### config.mk
export PLATFORM = sky130hd
export DESIGN_NAME = axi_id_remap
export DESIGN_NICKNAME = d
export VERILOG_FILES = /design/src/rtl/axi_id_remap.sv
export SDC_FILE = /design/constraint.sdc
export NUM_CORES = 1
export LEC_CHECK = 0
export BUFFER_PORTS_ARGS = -buffer_cell sky130_fd_sc_hd__buf_2
export CAP_MARGIN = 10
export CORE_ASPECT_RATIO = 1.1
export CORE_UTILIZATION = 60
export CTS_CLUSTER_DIAMETER = 120
export CTS_CLUSTER_SIZE = 8
export DETAILED_ROUTE_END_ITERATION = 10
export PLACE_DENSITY = 0.82
export SLEW_MARGIN = 0
export SYNTH_ARGS = -nofsm -noshare
export SYNTH_HDL_FRONTEND = slang
export SYNTH_HIERARCHICAL = 1
export SYNTH_SLANG_ARGS = --single-unit
### constraint.sdc
create_clock -name clk -period 4.36 [get_ports clk]
set_input_delay 0.872 -clock clk [delete_from_list [all_inputs] [get_ports clk]]
set_output_delay 0.872 -clock clk [all_outputs]
set_load 0.1 [all_outputs]
### src/rtl/axi_id_remap.sv
`default_nettype none
// +----------------------------------------------------------------------------+
// | axi_id_remap: compresses wide crossbar IDs into a small per-direction table |
// | index and restores them on B/R. Optional macro: AXI_ID_REMAP_ERR_EN.      |
// | Revision: 1.0                                                              |
// +----------------------------------------------------------------------------+

module axi_id_remap_table #(
  parameter int IN_ID_WIDTH     = 6,
  parameter int OUT_ID_WIDTH    = 2,
  parameter int MAX_TXNS_PER_ID = 4
) (
  input  logic                    clk,
  input  logic                    rst,
  input  logic [IN_ID_WIDTH-1:0]  req_id,
  input  logic                    req_valid,
  output logic                    req_ready,
  output logic [OUT_ID_WIDTH-1:0] fwd_id,
  output logic                    fwd_valid,
  input  logic                    fwd_ready,
  input  logic [OUT_ID_WIDTH-1:0] rsp_in_id,
  input  logic                    rsp_in_valid,
  input  logic                    rsp_in_last,
  output logic                    rsp_in_ready,
  output logic [IN_ID_WIDTH-1:0]  rsp_out_id,
  output logic                    rsp_out_valid,
  input  logic                    rsp_out_ready
`ifdef AXI_ID_REMAP_ERR_EN
  ,
  output logic                    viol
`endif
);

  localparam int DEPTH = 2 ** OUT_ID_WIDTH;
  localparam int CW    = $clog2(MAX_TXNS_PER_ID + 1);
  localparam logic [CW-1:0] CNT_ONE = CW'(1);
  localparam logic [CW-1:0] CNT_MAX = CW'(MAX_TXNS_PER_ID);

  logic                    r_valid [DEPTH];
  logic [IN_ID_WIDTH-1:0]  r_orig  [DEPTH];
  logic [CW-1:0]           r_cnt   [DEPTH];

  logic                    w_hit;
  logic                    w_free;
  logic [OUT_ID_WIDTH-1:0] w_hit_idx;
  logic [OUT_ID_WIDTH-1:0] w_free_idx;
  logic [OUT_ID_WIDTH-1:0] w_idx;
  logic                    w_can_issue;
  logic                    w_req_fire;
  logic                    w_rsp_done;

  // Lookup sees only pre-update state, so an entry freed this cycle is not reused until the next.
  always_comb begin
    w_hit      = 1'b0;
    w_hit_idx  = '0;
    w_free     = 1'b0;
    w_free_idx = '0;
    for (int i = 0; i < DEPTH; i++) begin
      if (r_valid[i] && (r_orig[i] == req_id)) begin
        w_hit     = 1'b1;
        w_hit_idx = OUT_ID_WIDTH'(i);
      end
    end
    for (int i = DEPTH - 1; i >= 0; i--) begin
      if (!r_valid[i]) begin
        w_free     = 1'b1;
        w_free_idx = OUT_ID_WIDTH'(i);
      end
    end
  end

  assign w_idx       = w_hit ? w_hit_idx : w_free_idx;
  assign w_can_issue = w_hit ? (r_cnt[w_hit_idx] != CNT_MAX) : w_free;

  assign fwd_id    = w_idx;
  assign fwd_valid = req_valid & w_can_issue & ~rst;
  assign req_ready = fwd_ready & w_can_issue & ~rst;

  assign rsp_out_valid = rsp_in_valid & ~rst;
  assign rsp_in_ready  = rsp_out_ready & ~rst;
  assign rsp_out_id    = r_orig[rsp_in_id];

  assign w_req_fire = req_valid & req_ready;
  assign w_rsp_done = rsp_out_valid & rsp_out_ready & rsp_in_last;

`ifdef AXI_ID_REMAP_ERR_EN
  assign viol = w_rsp_done & ~r_valid[rsp_in_id];
`endif

  // A completion on an invalid entry is ignored so the counter cannot underflow.
  always_ff @(posedge clk or posedge rst) begin
    if (rst) begin
      for (int i = 0; i < DEPTH; i++) begin
        r_valid[i] <= 1'b0;
        r_orig[i]  <= '0;
        r_cnt[i]   <= '0;
      end
    end else begin
      for (int i = 0; i < DEPTH; i++) begin
        if (w_req_fire && (w_idx == OUT_ID_WIDTH'(i))) begin
          r_orig[i] <= req_id;
          if (!(w_rsp_done && (rsp_in_id == OUT_ID_WIDTH'(i)) && r_valid[i])) begin
            r_cnt[i]   <= r_cnt[i] + CNT_ONE;
            r_valid[i] <= 1'b1;
          end
        end else if (w_rsp_done && (rsp_in_id == OUT_ID_WIDTH'(i)) && r_valid[i]) begin
          r_cnt[i]   <= r_cnt[i] - CNT_ONE;
          r_valid[i] <= (r_cnt[i] != CNT_ONE);
        end
      end
    end
  end

endmodule

module axi_id_remap #(
  parameter int IN_ID_WIDTH     = 6,
  parameter int OUT_ID_WIDTH    = 2,
  parameter int MAX_TXNS_PER_ID = 4
) (
  input  logic                    clk,
  input  logic                    rst,
  input  logic [IN_ID_WIDTH-1:0]  s_aw_id,
  input  logic                    s_aw_valid,
  output logic                    s_aw_ready,
  output logic [OUT_ID_WIDTH-1:0] m_aw_id,
  output logic                    m_aw_valid,
  input  logic                    m_aw_ready,
  input  logic [OUT_ID_WIDTH-1:0] m_b_id,
  input  logic                    m_b_valid,
  output logic                    m_b_ready,
  output logic [IN_ID_WIDTH-1:0]  s_b_id,
  output logic                    s_b_valid,
  input  logic                    s_b_ready,
  input  logic [IN_ID_WIDTH-1:0]  s_ar_id,
  input  logic                    s_ar_valid,
  output logic                    s_ar_ready,
  output logic [OUT_ID_WIDTH-1:0] m_ar_id,
  output logic                    m_ar_valid,
  input  logic                    m_ar_ready,
  input  logic [OUT_ID_WIDTH-1:0] m_r_id,
  input  logic                    m_r_valid,
  input  logic                    m_r_last,
  output logic                    m_r_ready,
  output logic [IN_ID_WIDTH-1:0]  s_r_id,
  output logic                    s_r_valid,
  input  logic                    s_r_ready
`ifdef AXI_ID_REMAP_ERR_EN
  ,
  output logic                    err_o
`endif
);

`ifdef AXI_ID_REMAP_ERR_EN
  logic w_wr_viol;
  logic w_rd_viol;
`endif

  axi_id_remap_table #(
    .IN_ID_WIDTH    (IN_ID_WIDTH),
    .OUT_ID_WIDTH   (OUT_ID_WIDTH),
    .MAX_TXNS_PER_ID(MAX_TXNS_PER_ID)
  ) u_wr_table (
    .clk          (clk),
    .rst          (rst),
    .req_id       (s_aw_id),
    .req_valid    (s_aw_valid),
    .req_ready    (s_aw_ready),
    .fwd_id       (m_aw_id),
    .fwd_valid    (m_aw_valid),
    .fwd_ready    (m_aw_ready),
    .rsp_in_id    (m_b_id),
    .rsp_in_valid (m_b_valid),
    .rsp_in_last  (1'b1),
    .rsp_in_ready (m_b_ready),
    .rsp_out_id   (s_b_id),
    .rsp_out_valid(s_b_valid),
    .rsp_out_ready(s_b_ready)
`ifdef AXI_ID_REMAP_ERR_EN
    ,
    .viol         (w_wr_viol)
`endif
  );

  axi_id_remap_table #(
    .IN_ID_WIDTH    (IN_ID_WIDTH),
    .OUT_ID_WIDTH   (OUT_ID_WIDTH),
    .MAX_TXNS_PER_ID(MAX_TXNS_PER_ID)
  ) u_rd_table (
    .clk          (clk),
    .rst          (rst),
    .req_id       (s_ar_id),
    .req_valid    (s_ar_valid),
    .req_ready    (s_ar_ready),
    .fwd_id       (m_ar_id),
    .fwd_valid    (m_ar_valid),
    .fwd_ready    (m_ar_ready),
    .rsp_in_id    (m_r_id),
    .rsp_in_valid (m_r_valid),
    .rsp_in_last  (m_r_last),
    .rsp_in_ready (m_r_ready),
    .rsp_out_id   (s_r_id),
    .rsp_out_valid(s_r_valid),
    .rsp_out_ready(s_r_ready)
`ifdef AXI_ID_REMAP_ERR_EN
    ,
    .viol         (w_rd_viol)
`endif
  );

`ifdef AXI_ID_REMAP_ERR_EN
  always_ff @(posedge clk or posedge rst) begin
    if (rst) begin
      err_o <= 1'b0;
    end else if (w_wr_viol || w_rd_viol) begin
      err_o <= 1'b1;
    end
  end
`endif

endmodule

`default_nettype wire

# Word level (Yosys, flattened, before mapping)
# Cells that the tools add are included.
[totals]
ff_bits = 80
input_bits = 27
out_inout_bits = 24
wordCells = 250
[classes]
reduce_logical = 52
n_lt_le_gt_ge = 4
add_sub_neg = 16
muxes = 94
n_eq_ne = 38
bitwise = 22
[op_table]
columns = ["op", "n"]
rows = [
  ["3-bit 2-to-1 mux", 28],
  ["6-bit == test", 8],
  ["1-bit 2-to-1 mux", 44],
  ["1-bit logical AND", 32],
  ["2-bit 2-to-1 mux", 14],
  ["3-bit by 1-bit adder with 3-bit output, second input constant", 8],
  ["6-bit binary-select mux with 2-bit select", 2],
  ["6-bit 2-to-1 mux", 4],
  ["3-bit by 1-bit != test with 1-bit output, second input constant", 8],
  ["3-bit by 1-bit subtractor with 3-bit output, second input constant", 8],
  ["1-bit bitwise AND", 17],
  ["2-bit == test, second input constant", 8],
  ["2-bit != test, second input constant", 8],
  ["2-bit AND reduction", 8],
  ["2-bit nonzero test", 8],
  ["3-bit binary-select mux with 2-bit select", 2],
  ["3-bit greater-or-equal comparator, second input constant", 4],
  ["2-bit NOT with 3-bit output", 4],
  ["2-bit by 1-bit == test with 1-bit output, second input constant", 4],
  ["2-bit logical NOT", 4],
  ["3-bit != test, second input constant", 2],
  ["1-bit NOT", 1],
]

# Logic depth before layout (Yosys ltp)
# Gate-level depths: netlist of run 1.
[depth]
depth_word = 17
depth_mapped = 11
mapped_depth_nobuf = 9

# By module
# The synthesis of run 1 kept the hierarchy.
[by_module_without_submodules]
columns = ["module", "instances", "cells_per_inst", "area_per_inst_um2", "seq_area_each_um2"]
rows = [
  ["axi_id_remap_table at u_rd_table", 1, 255, 2677.6, 1001.0],
  ["axi_id_remap_table at u_wr_table", 1, 243, 2603.7, 1001.0],
  ["axi_id_remap", 1, 1, 3.8, 0.0],
]

# Least setup slack after synthesis of run 1
# No wires, ideal clock.
[synth_timing]
path_kind = "input -> output"
from = "input port s_aw_id[2]"
to = "output port m_aw_valid"
n_path_buf = 1
slack_ps = 510
required_time_ps = 3488
arrival_ps = 2978
path_stages = 7
cell_sequence = "buf_2 xor2_1 nor4_4 a21oi_1 or3_4 a211oi_1 and2_1"
[synth_between]
elab_chain_cells = 13
elab_cells_between_ends = 23
classes_between = "eq/ne: 5; mux: 11; bitwise: 3; reduce/logical: 4"
[synth_lines]
columns = ["element", "line", "rtl"]
rows = [
  ["start, declared", "123", "input logic [IN_ID_WIDTH-1:0] s_aw_id,"],
  ["6-bit == test", "59", "if (r_valid[i] && (r_orig[i] == req_id)) begin"],
  ["1-bit logical AND", "59", ""],
  ["1-bit 2-to-1 mux", "59", ""],
  ["2-bit 2-to-1 mux (2 in a row)", "59", ""],
  ["2-bit NOT with 3-bit output (not written as such)", "73", "assign w_can_issue = w_hit ? (r_cnt[w_hit_idx] != CNT_MAX) : w_free;"],
  ["3-bit binary-select mux with 2-bit select", "73", ""],
  ["3-bit 2-to-1 mux (not written as such) (2 in a row)", "73", ""],
  ["3-bit != test", "73", ""],
  ["1-bit 2-to-1 mux (*)", "73", ""],
  ["1-bit bitwise AND (*) (2 in a row)", "76", "assign fwd_valid = req_valid & w_can_issue & ~rst;"],
  ["end, declared", "127", "output logic m_aw_valid,"],
]
# Mark *: on every way between the ends. The rest lies on a longest branch, timed or not. The select of a mux whose other input is x is not followed.

# Worst setup path after layout of run 1
[layout_timing]
from = "input port s_ar_id[2]"
to = "output port s_ar_ready"
[layout_between]
elab_chain_cells = 13
elab_cells_between_ends = 23
classes_between = "eq/ne: 5; mux: 11; bitwise: 3; reduce/logical: 4"
[layout_lines]
columns = ["element", "line", "rtl"]
rows = [
  ["start, declared", "135", "input logic [IN_ID_WIDTH-1:0] s_ar_id,"],
  ["6-bit == test", "59", ""],
  ["1-bit logical AND", "59", ""],
  ["1-bit 2-to-1 mux", "59", ""],
  ["2-bit 2-to-1 mux (2 in a row)", "59", ""],
  ["2-bit NOT with 3-bit output (not written as such)", "73", ""],
  ["3-bit binary-select mux with 2-bit select", "73", ""],
  ["3-bit 2-to-1 mux (not written as such) (2 in a row)", "73", ""],
  ["3-bit != test", "73", ""],
  ["1-bit 2-to-1 mux (*)", "73", ""],
  ["1-bit bitwise AND (*) (2 in a row)", "77", "assign req_ready = fwd_ready & w_can_issue & ~rst;"],
  ["end, declared", "137", "output logic s_ar_ready,"],
]
# Marks and branches as above.

==> impl_metrics.csv, run 1 <==
group,metric,value,unit
outcome,run_status,"complete, no violations",
placement,dp_hpwl,8.176,mm
pwr,clock_power_share,13.2,%
die,core_region_area,8452,µm²
global_routing,grt_first_pass_wirelength,18.83,mm
pwr,static-leakage-power,2.679,nW
yosys,synth_enable_flop_cells,0,
global_routing,number_of_antenna_violations_at_the_first_check_in_global_routing,0,
drt,detail_route.first_pass.iterations,4,
die,die_w,91.49,µm
drt,vias_per_cell,5.924,
clock_tree,number_of_clock_sinks,80,
yosys,yosysUniqueCellTypes,58,
placement,finalWeightedCongestion,0.9102,
drt,drt.antenna.violating_nets,0,
yosys,leading_cell_type_by_number_of_instances_after_synthesis,"sky130_fd_sc_hd__dfrtp_1",
finish,layout.filler_cells,655,
timing,finalCriticalPeriod,3897,ps
clock_tree,tritoncts,"built",
critical_path,worstRegToRegCells,7,
die,initial_core_util,62.53,%
critical_path,startpoint_type,"input port",
pwr,switching_share,49.78,%
critical_path,critical_path.startpoint,"s_ar_id[2]",
timing,finClkSkew,11.42,ps
yosys,post_synth_inst_count,499,
critical_path,slowest_delay,420,ps
finish,multi_input_area,3023,µm²
die,core.rowCount,35,
yosys,synth_async_sr_flop_share,100.0,%
critical_path,timing.rr.end,"u_wr_table/r_orig[5]",
placement,number_of_buffers_added_on_ports,50,
drt,drt_iter0_drc,145,
global_routing,number_of_global_route_vias_before_repair,4044,
die,num_io_pins,51,
clock_tree,clock_path_buffers,2,
finish,antennaDiodeCount,0,
yosys,post-synth-top-area-fraction,37.88,%
yosys,synthesized_area,5285,µm²
job,cap_violations,0,
critical_path,path_buf_inv,2,
pwr,combinationalPowerShare,53.5,%
pwr,p_sw,2.163,mW
clock_tree,postCtsHoldBufs,0,
timing,totalNegativeSetupSlack,0,ps
drt,detailroute.via_count,3874,
pwr,totalPowerFinal,4.345,mW
timing,final_number_of_setup_violating_endpoints,0,
yosys,synth_largest_area_cell,"sky130_fd_sc_hd__dfrtp_1",
clock_tree,clk-insertion-delay-late,360,ps
drt,post_drt_wl_per_cell,17.29,µm
drt,totalWireLength,11.31,mm
die,fp.dieH,100.4,µm
clock_tree,cts-buffers-inserted,9,
yosys,synth_commonest_cells,"sky130_fd_sc_hd__dfrtp_1 (80), sky130_fd_sc_hd__nand2_1 (56), sky130_fd_sc_hd__xnor2_1 (44)",
critical_path,r2r_start,"u_wr_table/r_orig[22]",
critical_path,cp_data_arrival_time,3020,ps
pwr,power.share.sequential,33.3,%
finish,final_net_count,589,
critical_path,worstPathMaxFanout,8,
critical_path,crit_slowest_cell,"sky130_fd_sc_hd__buf_2",
timing,slew_headroom,53.15,%
global_routing,track_usage,26.37,%
finish,post_layout_nonfiller_instances,654,
pwr,internal-power,2.182,mW
critical_path,cp_data_required_time,3490,ps
yosys,synth-warning-count,6,
timing,max_clock_freq,256.6,MHz
clock_tree,clk_transition_reported_paths,80,ps
timing,final_min_period_over_clock_period,89.37,%
hold_path,holdPathEnd,"u_rd_table/r_cnt[8]",
finish,drive_gt1_share,24.31,%
yosys,synth_area_per_cell,10.59,µm²
timing,tightest_pin_transition,700.7,ps
placement,placedCellCount,638,
finish,area_growth_synth_to_finish,8.854,%
yosys,synth_seq_cells,80,
pwr,worst_ir_drop_vdd,0.0004927,V
critical_path,cpLargestDelayFamily,"compound AO/OA/AOI/OAI gates",
critical_path,timing.setup.critical_path_class,"in -> out",
timing,setup_repair_after_global_routing_missed_its_margin,"no",
clock_tree,cts-resized-gates,0,
drt,drc,0,
hold_path,holdCritStartpoint,"u_rd_table/r_cnt[8]",
yosys,synth_seq_area_share,37.88,%
die,die-area,9188,µm²
clock_tree,clock_tree.htree_level_count,3,
clock_tree,clock-root-buffer,"sky130_fd_sc_hd__clkbuf_8",
yosys,synth_area_leaders,"sky130_fd_sc_hd__dfrtp_1 (38%), sky130_fd_sc_hd__xnor2_1 (7.3%), sky130_fd_sc_hd__mux2_2 (6.4%), sky130_fd_sc_hd__ha_1 (5.7%), sky130_fd_sc_hd__mux4_2 (5.1%)",
timing,timing.final.hold_violations,0,
hold_path,hold_depth,1,
critical_path,timing.critical_path.mode_cell,"sky130_fd_sc_hd__buf_2",
finish,register_area,2002,µm²
yosys,dominantRegCellSynth,"sky130_fd_sc_hd__dfrtp_1",
critical_path,path_cells,"buf_2 -> xnor2_1 -> nand2_1 -> o21ai_0 -> o211ai_1 -> a32oi_2 -> nor2_1 -> a211oi_1 -> and2_1 -> buf_2",
timing,timing_max_transition_violations_final,0,
hold_path,hold_class,"reg -> reg",
critical_path,regToRegSetupSlack,1410,ps
global_routing,grt_ovf,0,
pwr,power_density_over_the_cells,755.3,nW/µm²
clock_tree,cts_setup_buffers,0,
global_routing,grt_max_degree,41,
critical_path,setup.worst_path.end_class,"primary output",
per-stage QoR:
stage / utilization, % / worst slack, ps / area (µm²) / hold WS (ps)
finish: 68.07 / 463.4 / 5753 / 494.1
global route: 68.07 / 234.7 / 5753 / 512.9
CTS: 68.07 / 447.6 / 5753 / 493.4
detailed placement: 65.66 / 453.5 / 5549 / 478.3
global placement: 65.66 / 517.5 / 5549 / 467.8
floorplan: - / 510.4 / 5289 / 446.8
registers in the layout (all words and copies together) (netlist names):
register            count
u_rd_table/r_cnt       12
u_rd_table/r_orig      24
u_wr_table/r_cnt       12
u_wr_table/r_valid      4
u_rd_table/r_valid      4
u_wr_table/r_orig      24
power groups by stage:
stage               clock, mW  sequential [mW]  combinational, mW
detailed placement          0             1.45               2.30
global placement            0             1.42               2.24
CTS                     0.582             1.44               2.32
finish                  0.574             1.45               2.32
global route            0.602             1.49               2.49
floorplan                   0             1.34               2.00
worst register-to-register path: stages, from the launching register on:
cell	delay (ps)
sky130_fd_sc_hd__dfrtp_1	420
sky130_fd_sc_hd__xor2_1	190
sky130_fd_sc_hd__nor4_4	360
sky130_fd_sc_hd__a21oi_1	110
sky130_fd_sc_hd__or3_4	410
sky130_fd_sc_hd__a211oi_4	300
sky130_fd_sc_hd__and3_1	640
sky130_fd_sc_hd__mux2_2	410
metal layers:
layer	vias up	GRT usage [%]	wire length [µm]
met5	-	0	0
li1	1795	-	-
met1	1937	30.23	4683
met3	32	4.545	442
met4	0	15.14	412
met2	110	46.62	5772
final cells by class:
class	instances	share of cell area, %
clock inverters	6	1.153
multi-input cells	366	52.54
well taps	111	2.414
flip-flops and latches	80	34.80
repair buffers	55	5.002
clock buffers	10	2.392
inverters	26	1.696
cells by family after synthesis:
logic type                 share of synthesized area (%)
xor gates and xnor gates                           12.36
DFF                                                37.88
adders and majority gates                          7.244
buffers and inverters                              4.995
muxes                                              15.77
AOI/OAI and AO/OA                                  6.203
and+or+nand+nor                                    15.48
other                                            0.07095
worst max-delay path by stage:
stage | to | cells past startpoint
finish | s_ar_ready | 10
global route | s_ar_ready | 10
CTS | s_ar_ready | 10
detailed placement | s_ar_ready | 10
global placement | m_ar_valid | 10
floorplan | m_aw_valid | 7
layout by cell type, fill, tap and decap left out, types with 6 or more instances in the layout:
master                     Yosys  final
sky130_fd_sc_hd__dfrtp_1      80     80
sky130_fd_sc_hd__nand2_1      56     56
sky130_fd_sc_hd__buf_2        10     50
sky130_fd_sc_hd__xnor2_1      44     44
sky130_fd_sc_hd__mux2_2       30     30
sky130_fd_sc_hd__inv_1        26     26
sky130_fd_sc_hd__xor2_1       25     25
sky130_fd_sc_hd__ha_1         24     24
sky130_fd_sc_hd__nand3_1      19     19
sky130_fd_sc_hd__nor2_1       19     19
sky130_fd_sc_hd__mux2_1       12     12
sky130_fd_sc_hd__mux4_2       12     12
sky130_fd_sc_hd__o21ai_0      11     11
sky130_fd_sc_hd__clkbuf_8      0     10
sky130_fd_sc_hd__nand4_1      10     10
sky130_fd_sc_hd__and3_1        9      9
sky130_fd_sc_hd__mux2i_1       9      9
sky130_fd_sc_hd__a21oi_1       7      7
sky130_fd_sc_hd__and2_1        6      6
sky130_fd_sc_hd__maj3_1        6      6
Note: power is estimated with default switching activity, not from simulation.
==> run 2: changes to the inputs <==
==> constraint.sdc (replaced) <==
create_clock -name clk -period 4.6 [get_ports clk]
set_input_delay 0.92 -clock clk [delete_from_list [all_inputs] [get_ports clk]]
set_output_delay 0.92 -clock clk [all_outputs]
set_load 0.1 [all_outputs]
==> run 2 against run 1 <==
Against the previous run:
- design area decreased by 0.35%
- highest routed layer unchanged
- wire length fell by 0.39%
- clock skew is 1.4 ps lower
- worst hold slack got worse by 5.7 ps
- register-to-register slack gained 120 ps
- flip-flop and latch count unchanged
- first-iteration DRC count decreased by 5.5%
==> impl_metrics.csv, run 2 (same netlist as run 1, synthesis figures left out) <==
group,metric,value,unit
die,initial_core_util,62.53,%
finish,multi_input_area,3023,µm²
pwr,static-leakage-power,2.663,nW
die,num_io_pins,51,
critical_path,setup.worst_path.end_class,"primary output",
die,die-area,9188,µm²
finish,final_net_count,589,
global_routing,number_of_global_route_vias_before_repair,3975,
die,core.rowCount,35,
finish,most_used_cells_in_the_layout_excluding_fill_and_tap_cells,"sky130_fd_sc_hd__dfrtp_1 (80), sky130_fd_sc_hd__nand2_1 (56), sky130_fd_sc_hd__buf_2 (50)",
clock_tree,cts-resized-gates,0,
clock_tree,cts_setup_buffers,0,
finish,final_common_cell,"sky130_fd_sc_hd__dfrtp_1",
timing,timing.final.hold_violations,0,
timing,final_min_period_over_clock_period,86.13,%
finish,stdcell_area,5733,µm²
timing,timing_max_transition_violations_final,0,
critical_path,worstPathMaxFanout,8,
drt,detailroute.via_count,3868,
hold_path,hold_class,"reg -> reg",
drt,drc,0,
timing,totalNegativeSetupSlack,0,ps
global_routing,grt-busiest-layer,"met2",
critical_path,cpLargestDelayFamily,"compound AO/OA/AOI/OAI gates",
timing,finalCriticalPeriod,3962,ps
critical_path,slowest_delay,420,ps
placement,finalWeightedCongestion,0.9015,
clock_tree,cts-buffers-inserted,9,
clock_tree,clk-insertion-delay-late,360,ps
drt,totalWireLength,11.27,mm
global_routing,grt_first_pass_wirelength,18.59,mm
global_routing,met1_usage_grt,29.78,%
timing,finClkSkew,10.04,ps
critical_path,worstRegToRegCells,8,
timing,max_clock_freq,252.4,MHz
global_routing,gr-usage-met3,4.394,%
drt,drt_iter0_drc,137,
critical_path,cp_data_required_time,3680,ps
critical_path,path_buf_inv,2,
clock_tree,clock_path_buffers,2,
finish,register_area,2002,µm²
finish,area_growth_synth_to_finish,8.475,%
drt,vias_per_cell,5.914,
critical_path,startpoint_type,"input port",
die,die_w,91.49,µm
drt,drt.antenna.violating_nets,0,
die,core_region_area,8452,µm²
die,fp.dieH,100.4,µm
timing,tightest_pin_transition,692.7,ps
global_routing,grt_ovf,0,
clock_tree,clock_tree.htree_level_count,3,
placement,dpl-instance-area,5549,µm²
pwr,power_density_over_the_cells,708.4,nW/µm²
placement,dp_hpwl,8.235,mm
critical_path,cp_data_arrival_time,3040,ps
critical_path,timing.critical_path.mode_cell,"sky130_fd_sc_hd__buf_2",
clock_tree,tritoncts,"built",
clock_tree,number_of_clock_sinks,80,
drt,post_drt_wl_per_cell,17.23,µm
clock_tree,clock-root-buffer,"sky130_fd_sc_hd__clkbuf_8",
critical_path,crit_slowest_cell,"sky130_fd_sc_hd__buf_2",
timing,final_number_of_setup_violating_endpoints,0,
clock_tree,postCtsHoldBufs,0,
placement,number_of_buffers_added_on_ports,50,
critical_path,timing.setup.critical_path_class,"in -> out",
clock_tree,clk_transition_reported_paths,90,ps
outcome,run_status,"complete, no violations",
timing,slew_headroom,53.68,%
finish,top_regs,"u_rd_table/r_orig x24, u_wr_table/r_orig x24",
global_routing,grt_max_degree,41,
hold_path,hold_depth,1,
job,cap_violations,0,
critical_path,crit_cells,10,
timing,setup_repair_after_global_routing_missed_its_margin,"no",
finish,layout.filler_cells,645,
drt,detail_route.first_pass.iterations,5,
global_routing,number_of_antenna_violations_at_the_first_check_in_global_routing,0,
critical_path,path_cells,"buf_2 -> xnor2_2 -> nand4_2 -> nor4_4 -> a21oi_1 -> a32oi_2 -> nor2_1 -> a211oi_1 -> and2_1 -> buf_2",
finish,antennaDiodeCount,0,
pwr,worst_ir_drop_vdd,0.0005885,V
global_routing,met2_demand_to_capacity_share_in_global_routing,47.37,%
finish,drive_gt1_share,24.31,%
pwr,totalPowerFinal,4.061,mW
global_routing,track_usage,26.23,%
==> run 2: changes by cell type in the layout (fill, tap and decap cells not counted) <==
cell                         previous run  this run
sky130_fd_sc_hd__bufinv_16              1         0
sky130_fd_sc_hd__clkbuf_8              10         9
sky130_fd_sc_hd__clkinv_2               2         0
sky130_fd_sc_hd__clkinvlp_4             0         1
sky130_fd_sc_hd__inv_6                  1         4
==> run 2: layout make-up <==
| cell class | count | share of cell area (%) |
|---|---|---|
| clock buffer | 9 | 2.161 |
| clock inverter | 7 | 1.048 |
| tap | 111 | 2.423 |
| multi-input combinational | 366 | 52.73 |
| inverter | 26 | 1.702 |
| timing repair buffer | 55 | 5.020 |
| sequential | 80 | 34.92 |
==> run 2: metal layers <==
layer  vias to the layer above  wire length (µm)
met3                        38               592
met4                         0               396
met2                       135              5855
met1                      1900              4422
li1                       1795                 -
met5                         -                 0
==> run 2: power breakdown <==
group          total [mW]  internal [mW]  switching [mW]  leakage [nW]
sequential           1.37           1.03           0.341         0.978
combinational        2.20          0.772            1.43          1.59
clock               0.491          0.205           0.286        0.0912
total                4.06           2.01            2.06          2.66
==> run 2: through the flow <==
step                util, %  worst slack [ps]  hold WS (ps)  std cells
CTS                   67.83             584.8         490.1        654
global placement      65.66             655.2         467.7        638
finish                67.83             637.8         488.4        654
floorplan                 -             654.4         446.8        500
global route          67.83             411.5         510.2        654
detailed placement    65.66             579.8         476.2        638
==> run 2: path summary, 6_finish.rpt <==
| path | startpoint | end | slack [ps] |
|---|---|---|---|
| setup / recovery | s_ar_id[3] | m_ar_valid | 640 |
| hold / removal | u_rd_table/r_cnt[2] | u_rd_table/r_cnt[2] | 490 |
| setup reg to reg | u_wr_table/r_orig[22] | u_wr_table/r_cnt[7] | 1530 |
| hold reg to reg | u_rd_table/r_cnt[2] | u_rd_table/r_cnt[2] | 490 |
| max in group asynchronous | rst | u_wr_table/r_orig[15] | 3430 |
| min in group asynchronous | rst | u_rd_table/r_cnt[4] | 780 |
